[src/rtl/dp_alu_pkg.sv]
// rtl/dp_alu_pkg.sv - shared opcode and FSM state constants for dp_alu_exec
package dp_alu_pkg;

  localparam logic [2:0] OP_AND = 3'b000;
  localparam logic [2:0] OP_OR  = 3'b001;
  localparam logic [2:0] OP_ADD = 3'b010;
  localparam logic [2:0] OP_MUL = 3'b011;
  localparam logic [2:0] OP_NOR = 3'b100;
  localparam logic [2:0] OP_SUB = 3'b110;
  localparam logic [2:0] OP_SLT = 3'b111;

  localparam logic [1:0] S_IDLE    = 2'd0;
  localparam logic [1:0] S_MUL_RUN = 2'd1;
  localparam logic [1:0] S_DONE    = 2'd2;

endpackage

[src/rtl/seq_multiplier.sv]
// rtl/seq_multiplier.sv - shift-add multiplier, one multiplier bit per cycle
// start_i loads operands; done_o is high during the final step, when product_o is the full result.
module seq_multiplier #(
  parameter int WIDTH = 32
) (
  input  logic             clk,
  input  logic             rst,
  input  logic             start_i,
  input  logic [WIDTH-1:0] a_i,
  input  logic [WIDTH-1:0] b_i,
  output logic             done_o,
  output logic [WIDTH-1:0] product_o
);

  localparam int CW = $clog2(WIDTH);

  logic [WIDTH-1:0] mcand_q;
  logic [WIDTH-1:0] mplier_q;
  logic [WIDTH-1:0] acc_q;
  logic [CW-1:0]    cnt_q;
  logic             run_q;
  logic [WIDTH-1:0] acc_d;

  assign acc_d     = acc_q + (mplier_q[0] ? mcand_q : '0);
  assign done_o    = run_q && (cnt_q == CW'(WIDTH - 1));
  assign product_o = acc_d;

  always_ff @(posedge clk or posedge rst) begin
    if (rst) begin
      mcand_q  <= '0;
      mplier_q <= '0;
      acc_q    <= '0;
      cnt_q    <= '0;
      run_q    <= 1'b0;
    end else if (start_i) begin
      mcand_q  <= a_i;
      mplier_q <= b_i;
      acc_q    <= '0;
      cnt_q    <= '0;
      run_q    <= 1'b1;
    end else if (run_q) begin
      acc_q    <= acc_d;
      mcand_q  <= mcand_q << 1;
      mplier_q <= mplier_q >> 1;
      cnt_q    <= cnt_q + 1'b1;
      if (done_o) run_q <= 1'b0;
    end
  end

endmodule

[src/rtl/dp_alu_exec.sv]
// rtl/dp_alu_exec.sv - handshaked ALU execute stage with optional sequential MUL
// Define DP_ALU_MUL_EN to build the multiplier; otherwise opcode 011 returns 0 with latency 1.
module dp_alu_exec
  import dp_alu_pkg::*;
#(
  parameter int WIDTH = 32,
  parameter int OPW   = 3
) (
  input  logic             clk,
  input  logic             rst,
  input  logic             in_valid,
  output logic             in_ready,
  input  logic [WIDTH-1:0] ReadData1,
  input  logic [WIDTH-1:0] ReadData2,
  input  logic [WIDTH-1:0] SignExtended,
  input  logic             ALUSrc,
  input  logic [OPW-1:0]   operation,
  output logic             out_valid,
  input  logic             out_ready,
  output logic [WIDTH-1:0] aluOut,
  output logic             ALUZeroFlag,
  output logic             busy
);

  logic [1:0]       state_q, state_d;
  logic [WIDTH-1:0] res_q, res_d;
  logic             zero_q, zero_d;
  logic [WIDTH-1:0] opb;
  logic [WIDTH-1:0] alu_res;

  function automatic logic [WIDTH-1:0] alu_fn(input logic [WIDTH-1:0] a,
                                               input logic [WIDTH-1:0] b,
                                               input logic [OPW-1:0]   op);
    logic [WIDTH-1:0] r;
    r = '0;
    case (op)
      OPW'(OP_AND): r = a & b;
      OPW'(OP_OR):  r = a | b;
      OPW'(OP_ADD): r = a + b;
      OPW'(OP_SUB): r = a - b;
      OPW'(OP_SLT): r = {{(WIDTH-1){1'b0}}, ($signed(a) < $signed(b))};
      OPW'(OP_NOR): r = ~(a | b);
      default:      r = '0;
    endcase
    return r;
  endfunction

  assign opb       = ALUSrc ? SignExtended : ReadData2;
  assign alu_res   = alu_fn(ReadData1, opb, operation);
  assign in_ready  = (state_q == S_IDLE);
  assign busy      = (state_q != S_IDLE);
  assign out_valid = (state_q == S_DONE);
  assign aluOut    = res_q;
  assign ALUZeroFlag = zero_q;

`ifdef DP_ALU_MUL_EN
  logic [WIDTH-1:0] a_q, b_q;
  logic             start_q;
  logic             is_mul;
  logic             mul_done;
  logic [WIDTH-1:0] mul_product;

  assign is_mul = (operation == OPW'(OP_MUL));

  // Operands are latched at acceptance and the multiplier is started from the
  // latched copies, so later input changes cannot disturb the run.
  always_ff @(posedge clk or posedge rst) begin
    if (rst) begin
      a_q     <= '0;
      b_q     <= '0;
      start_q <= 1'b0;
    end else begin
      start_q <= in_valid && in_ready && is_mul;
      if (in_valid && in_ready) begin
        a_q <= ReadData1;
        b_q <= opb;
      end
    end
  end

  seq_multiplier #(.WIDTH(WIDTH)) u_mul (
    .clk       (clk),
    .rst       (rst),
    .start_i   (start_q),
    .a_i       (a_q),
    .b_i       (b_q),
    .done_o    (mul_done),
    .product_o (mul_product)
  );
`endif

  always_comb begin
    state_d = state_q;
    res_d   = res_q;
    zero_d  = zero_q;
    case (state_q)
      S_IDLE: begin
        if (in_valid) begin
`ifdef DP_ALU_MUL_EN
          if (is_mul) begin
            state_d = S_MUL_RUN;
          end else begin
            state_d = S_DONE;
            res_d   = alu_res;
            zero_d  = (alu_res == '0);
          end
`else
          state_d = S_DONE;
          res_d   = alu_res;
          zero_d  = (alu_res == '0);
`endif
        end
      end
      S_MUL_RUN: begin
`ifdef DP_ALU_MUL_EN
        if (mul_done) begin
          state_d = S_DONE;
          res_d   = mul_product;
          zero_d  = (mul_product == '0);
        end
`else
        state_d = S_IDLE;
`endif
      end
      S_DONE: begin
        if (out_ready) state_d = S_IDLE;
      end
      default: state_d = S_IDLE;
    endcase
  end

  always_ff @(posedge clk or posedge rst) begin
    if (rst) begin
      state_q <= S_IDLE;
      res_q   <= '0;
      zero_q  <= 1'b0;
    end else begin
      state_q <= state_d;
      res_q   <= res_d;
      zero_q  <= zero_d;
    end
  end

endmodule

[config.mk]
export PLATFORM = sky130hd
export DESIGN_NAME = dp_alu_exec
export DESIGN_NICKNAME = d
export VERILOG_FILES = /design/src/rtl/dp_alu_pkg.sv /design/src/rtl/seq_multiplier.sv /design/src/rtl/dp_alu_exec.sv
export SDC_FILE = /design/constraint.sdc
export NUM_CORES = 1
export LEC_CHECK = 0
export CAP_MARGIN = 20
export CORE_ASPECT_RATIO = 1.5
export CORE_MARGIN = 10
export CORE_UTILIZATION = 49
export CTS_CLUSTER_DIAMETER = 120
export DETAILED_ROUTE_END_ITERATION = 12
export GPL_TIMING_DRIVEN = 1
export PLACE_DENSITY_LB_ADDON = 0.12
export SLEW_MARGIN = 0
export SYNTH_ARGS = -nofsm -noshare
export SYNTH_HDL_FRONTEND = slang
export SYNTH_SLANG_ARGS = --single-unit
[constraint.sdc]
create_clock -name clk -period 2.8 [get_ports clk]
set_clock_uncertainty 0.2 [all_clocks]
set_input_delay 0.28 -clock clk [delete_from_list [all_inputs] [get_ports clk]]
set_output_delay 0.28 -clock clk [all_outputs]
set_load 0.02 [all_outputs]
==> flow_summary.yaml <==
setup_path:
  critical_path_buf_inv_count: 5
  critical_path_peak_fanout: 6
  worstReg2RegEnd: "ALUZeroFlag"
  register_to_register_setup_slack_ns: -0.21
  crit_family: "compound AO/OA/AOI/OAI gates"
  critPathCaptureType: "flop"
  reg2regPathDepth: 11
  critical_path.startpoint_type: "primary input"
  crit_chain: "buf_12 > buf_12 > mux2i_4 > buf_6 > inv_2 > ha_2 > buf_4 > o21bai_1 > mux2i_1 > mux2i_1 > o2111ai_1 > a211oi_1 > o2111ai_1 > nor4_2 > nand4_1 > or4_4 > nor4b_4 > a32o_2"
  reg2reg_from: "state_q[1]"
  crit_path_max_incr_delay_ns: 0.45
  cp_data_required_time_ns: 2.83
  cp_data_arrival_time_ns: 4.21
  cpMaxStageDelayCell: "sky130_fd_sc_hd__or4_4"
  worst_setup_path_class: "primary input to flop"
synthesis:
  async_reset_ff_share_pct: 100
  postSynth.topFlopCell: "sky130_fd_sc_hd__dfrtp_1"
  postSynthRegisterBits: 34
  postSynthCellCount: 995
  synth_area_sq_mm: 0.00721
  synth_edf_count: 0
  synth.net_count: 1203
  post_synth.cell_area_avg_sq_um: 7.25
  yosysSeqAreaShare_pct: 11.8
  synth.distinct_cells: 92
  ys.warnings.count: 0
drt:
  drtIter0Drc: 1266
  average_wire_per_cell_in_the_routed_design_um: 23.9
  via_per_inst: 6.45
  vias: 10800
  number_of_optimization_iterations_in_the_first_detailed_route_pass: 6
  drt.antenna.violating_nets: 0
  totalWireLength_mm: 40.0
  drc_errors: 0
layout:
  layout_commonest_cell: "sky130_fd_sc_hd__buf_4"
  area_delta_synth_final_pct: 79.5
  nNetsFinal: 1682
  post_route_cells_drive_above_1_share_pct: 40.1
  mostFrequentLayoutCells: "355 x sky130_fd_sc_hd__buf_4, 120 x sky130_fd_sc_hd__clkdlybuf4s50_1, 96 x sky130_fd_sc_hd__inv_1, 90 x sky130_fd_sc_hd__nor2_1, 81 x sky130_fd_sc_hd__ha_1"
  antenna-diode-count: 0
run_status:
  violations_in_the_final_reports: "negative setup slack"
  outcome: "finished, violations left"
sta:
  finalMaxSlewViolations: 0
  finalSetupViolations: 29
  final_min_period_over_clock_period_pct: 150
  timing.fmax_mhz: 239
  final_hold_viol_count: 0
  post-route-min-period_ns: 4.19
  worst_slew_margin_rel_pct: 53.3
  setup_ws_ns: -1.39
  hold_slack_ns: 0.200
  grt_setup_unrepaired: "true"
  slew_at_the_pin_closest_to_its_max_slew_limit_ns: 0.682
power_and_ir_drop:
  ir_worst_vdd_uv: 281
  switchingPower_uw: 2220
  p_per_area_mw_per_mm2: 395
  intPower_uw: 2890
  power.share.clock_pct: 15.0
  pwr-share-comb_pct: 71.2
  seq_power_share_pct: 13.8
  p_leak_uw: 0.00602
  netSwitchingFraction_pct: 43.4
  total_power_uw: 5110
grt:
  largest_net_degree_at_the_start_of_global_routing: 43
  grt_antenna_before_repair: 1
  first_pass_grt_wire_length_mm: 56.3
  grt_overflow: 0
  grt_pass1_vias: 11000
  grtUsageTotal_pct: 34.2
clocking:
  root_buffer_cell: "sky130_fd_sc_hd__clkbuf_16"
  holdBufCountCts: 0
  tritoncts: "done"
  clock_insertion_delay_worst_skew_ns: 0.29
  numClockSinks: 34
  htreeDepth: 2
  worst_setup_hold_path_clk_slew_ns: 0.06
  max_clock_buf_depth: 2
  cts_buffers: 5
die:
  start_util_pct: 49.6
  core_area_sq_mm: 0.0145
  die_span_y_um: 169
  ioPinCount: 140
  die-area_sq_mm: 0.0201
  dieWidth_um: 119
  std_cell_rows: 54
placed_design:
  place.detailed.hpwl_mm: 26.5
  port_buffers: 139
  place_congestion: 0.997
flow_run:
  maxCapViolations: 0
worst_hold_path:
  hold_path_class: "primary input to asynchronous set/reset pin"
power by group through the flow:
stage / Combinational, uW / Sequential [uW] / Clock, uW
CTS: 3280 / 694 / 752
global route: 3800 / 715 / 786
floorplan: 1300 / 838 / 0
global placement: 2930 / 693 / 0
finish: 3640 / 703 / 768
detailed placement: 2990 / 701 / 0
how the worst max path moves through the flow:
| stage | start | to | slack [ns] | cells after the start |
|---|---|---|---|---|
| after detailed placement | SignExtended[0] | ALUZeroFlag | -1.80 | 18 |
| after global placement | SignExtended[0] | ALUZeroFlag | -1.72 | 18 |
| final | ALUSrc | ALUZeroFlag | -1.39 | 18 |
| after CTS | ALUSrc | ALUZeroFlag | -1.13 | 18 |
| after global routing | ALUSrc | ALUZeroFlag | -1.37 | 18 |
| after floorplan | ALUSrc | ALUZeroFlag | -1.10 | 17 |
cells in the mapped netlist, types with 7 or more instances:
cell type                    n  area [sq um]
sky130_fd_sc_hd__a211oi_1   15           113
sky130_fd_sc_hd__a21o_1     12          90.1
sky130_fd_sc_hd__a21oi_1    72           360
sky130_fd_sc_hd__a31oi_1    15          93.8
sky130_fd_sc_hd__buf_2       9          45.0
sky130_fd_sc_hd__clkbuf_1   38           143
sky130_fd_sc_hd__dfrtp_1    34           851
sky130_fd_sc_hd__ha_1      102          1280
sky130_fd_sc_hd__inv_1     102           383
sky130_fd_sc_hd__mux2i_1    37           370
sky130_fd_sc_hd__nand2_1    89           334
sky130_fd_sc_hd__nand2b_1   12          75.1
sky130_fd_sc_hd__nand3_1    15          75.1
sky130_fd_sc_hd__nand4_1     7          43.8
sky130_fd_sc_hd__nor2_1     98           368
sky130_fd_sc_hd__nor2b_1    17           106
sky130_fd_sc_hd__nor3_1     20           100
sky130_fd_sc_hd__nor4_1     10          62.6
sky130_fd_sc_hd__o211ai_1    8          60.1
sky130_fd_sc_hd__o21a_1      8          60.1
sky130_fd_sc_hd__o21ai_0    55           275
sky130_fd_sc_hd__o21ai_1     7          35.0
sky130_fd_sc_hd__o21bai_1   12          90.1
sky130_fd_sc_hd__o221ai_1   21           184
sky130_fd_sc_hd__o31ai_1     9          67.6
sky130_fd_sc_hd__or3_1      10          62.6
sky130_fd_sc_hd__xnor2_1    20           175
worst reg2reg max path, cell delays in order, from the launching register on:
cell and delay, ns:
sky130_fd_sc_hd__dfrtp_1 0.38, sky130_fd_sc_hd__inv_1 0.08, sky130_fd_sc_hd__nand2_1 0.11, sky130_fd_sc_hd__a31oi_1 0.27, sky130_fd_sc_hd__o2111ai_1 0.17, sky130_fd_sc_hd__a211oi_1 0.28, sky130_fd_sc_hd__o2111ai_1 0.22, sky130_fd_sc_hd__nor4_2 0.22
sky130_fd_sc_hd__nand4_1 0.16, sky130_fd_sc_hd__or4_4 0.45, sky130_fd_sc_hd__nor4b_4 0.22, sky130_fd_sc_hd__a32o_2 0.19
area by class of cell:
| class | instances | area [sq um] |
|---|---|---|
| clock buffer | 5 | 125 |
| inverter | 104 | 390 |
| multi-input combinational | 800 | 6750 |
| sequential | 34 | 851 |
| clock inverter | 3 | 68.8 |
| fill | 726 | 1580 |
| timing repair buffer | 529 | 4510 |
| tap | 196 | 245 |
state kept, by name, summed over array words and instances (netlist names):
name and flops:
state_q 1, aluOut 32, ALUZeroFlag 1
per-stage QoR:
step | cell area, sq um | utilization [%] | instances | worst slack (ns) | setup TNS, ns
2_1_floorplan | 7420 | - | 995 | -1.10 | -7.62
3_5_place_dp | 11500 | 78.8 | 1628 | -1.80 | -28.83
5_1_grt | 12900 | 89.1 | 1671 | -1.37 | -18.91
6_report | 12900 | 89.1 | 1671 | -1.39 | -17.23
4_1_cts | 12500 | 86.1 | 1662 | -1.13 | -13.41
3_3_place_gp | 11500 | 78.8 | 1628 | -1.72 | -27.66
cell families after synthesis:
family	Yosys count	synth area share, %
AOI/OAI and AO/OA	316	30.9
adders and majority gates	104	18.3
DFF	34	11.8
xor gates and xnor gates	24	2.92
and+or+nand+nor	316	21.8
muxes	40	5.61
buffers and inverters	161	8.80
metal layers:
| metal | routed length (um) | track usage (%) |
|---|---|---|
| met1 | 12800 | 33.0 |
| met2 | 19700 | 62.6 |
| met3 | 3460 | 5.76 |
| met4 | 4100 | 27.2 |
| met5 | 12 | 0 |
timing repair:
item | CTS | global route
setup endpoints to repair | 29 | 29
gates resized for setup | 144 | 90
gates cloned | 1 | 0
pin swaps | 64 | 43
buffers inserted | 29 | 12
(Power assumes the default switching activity.)
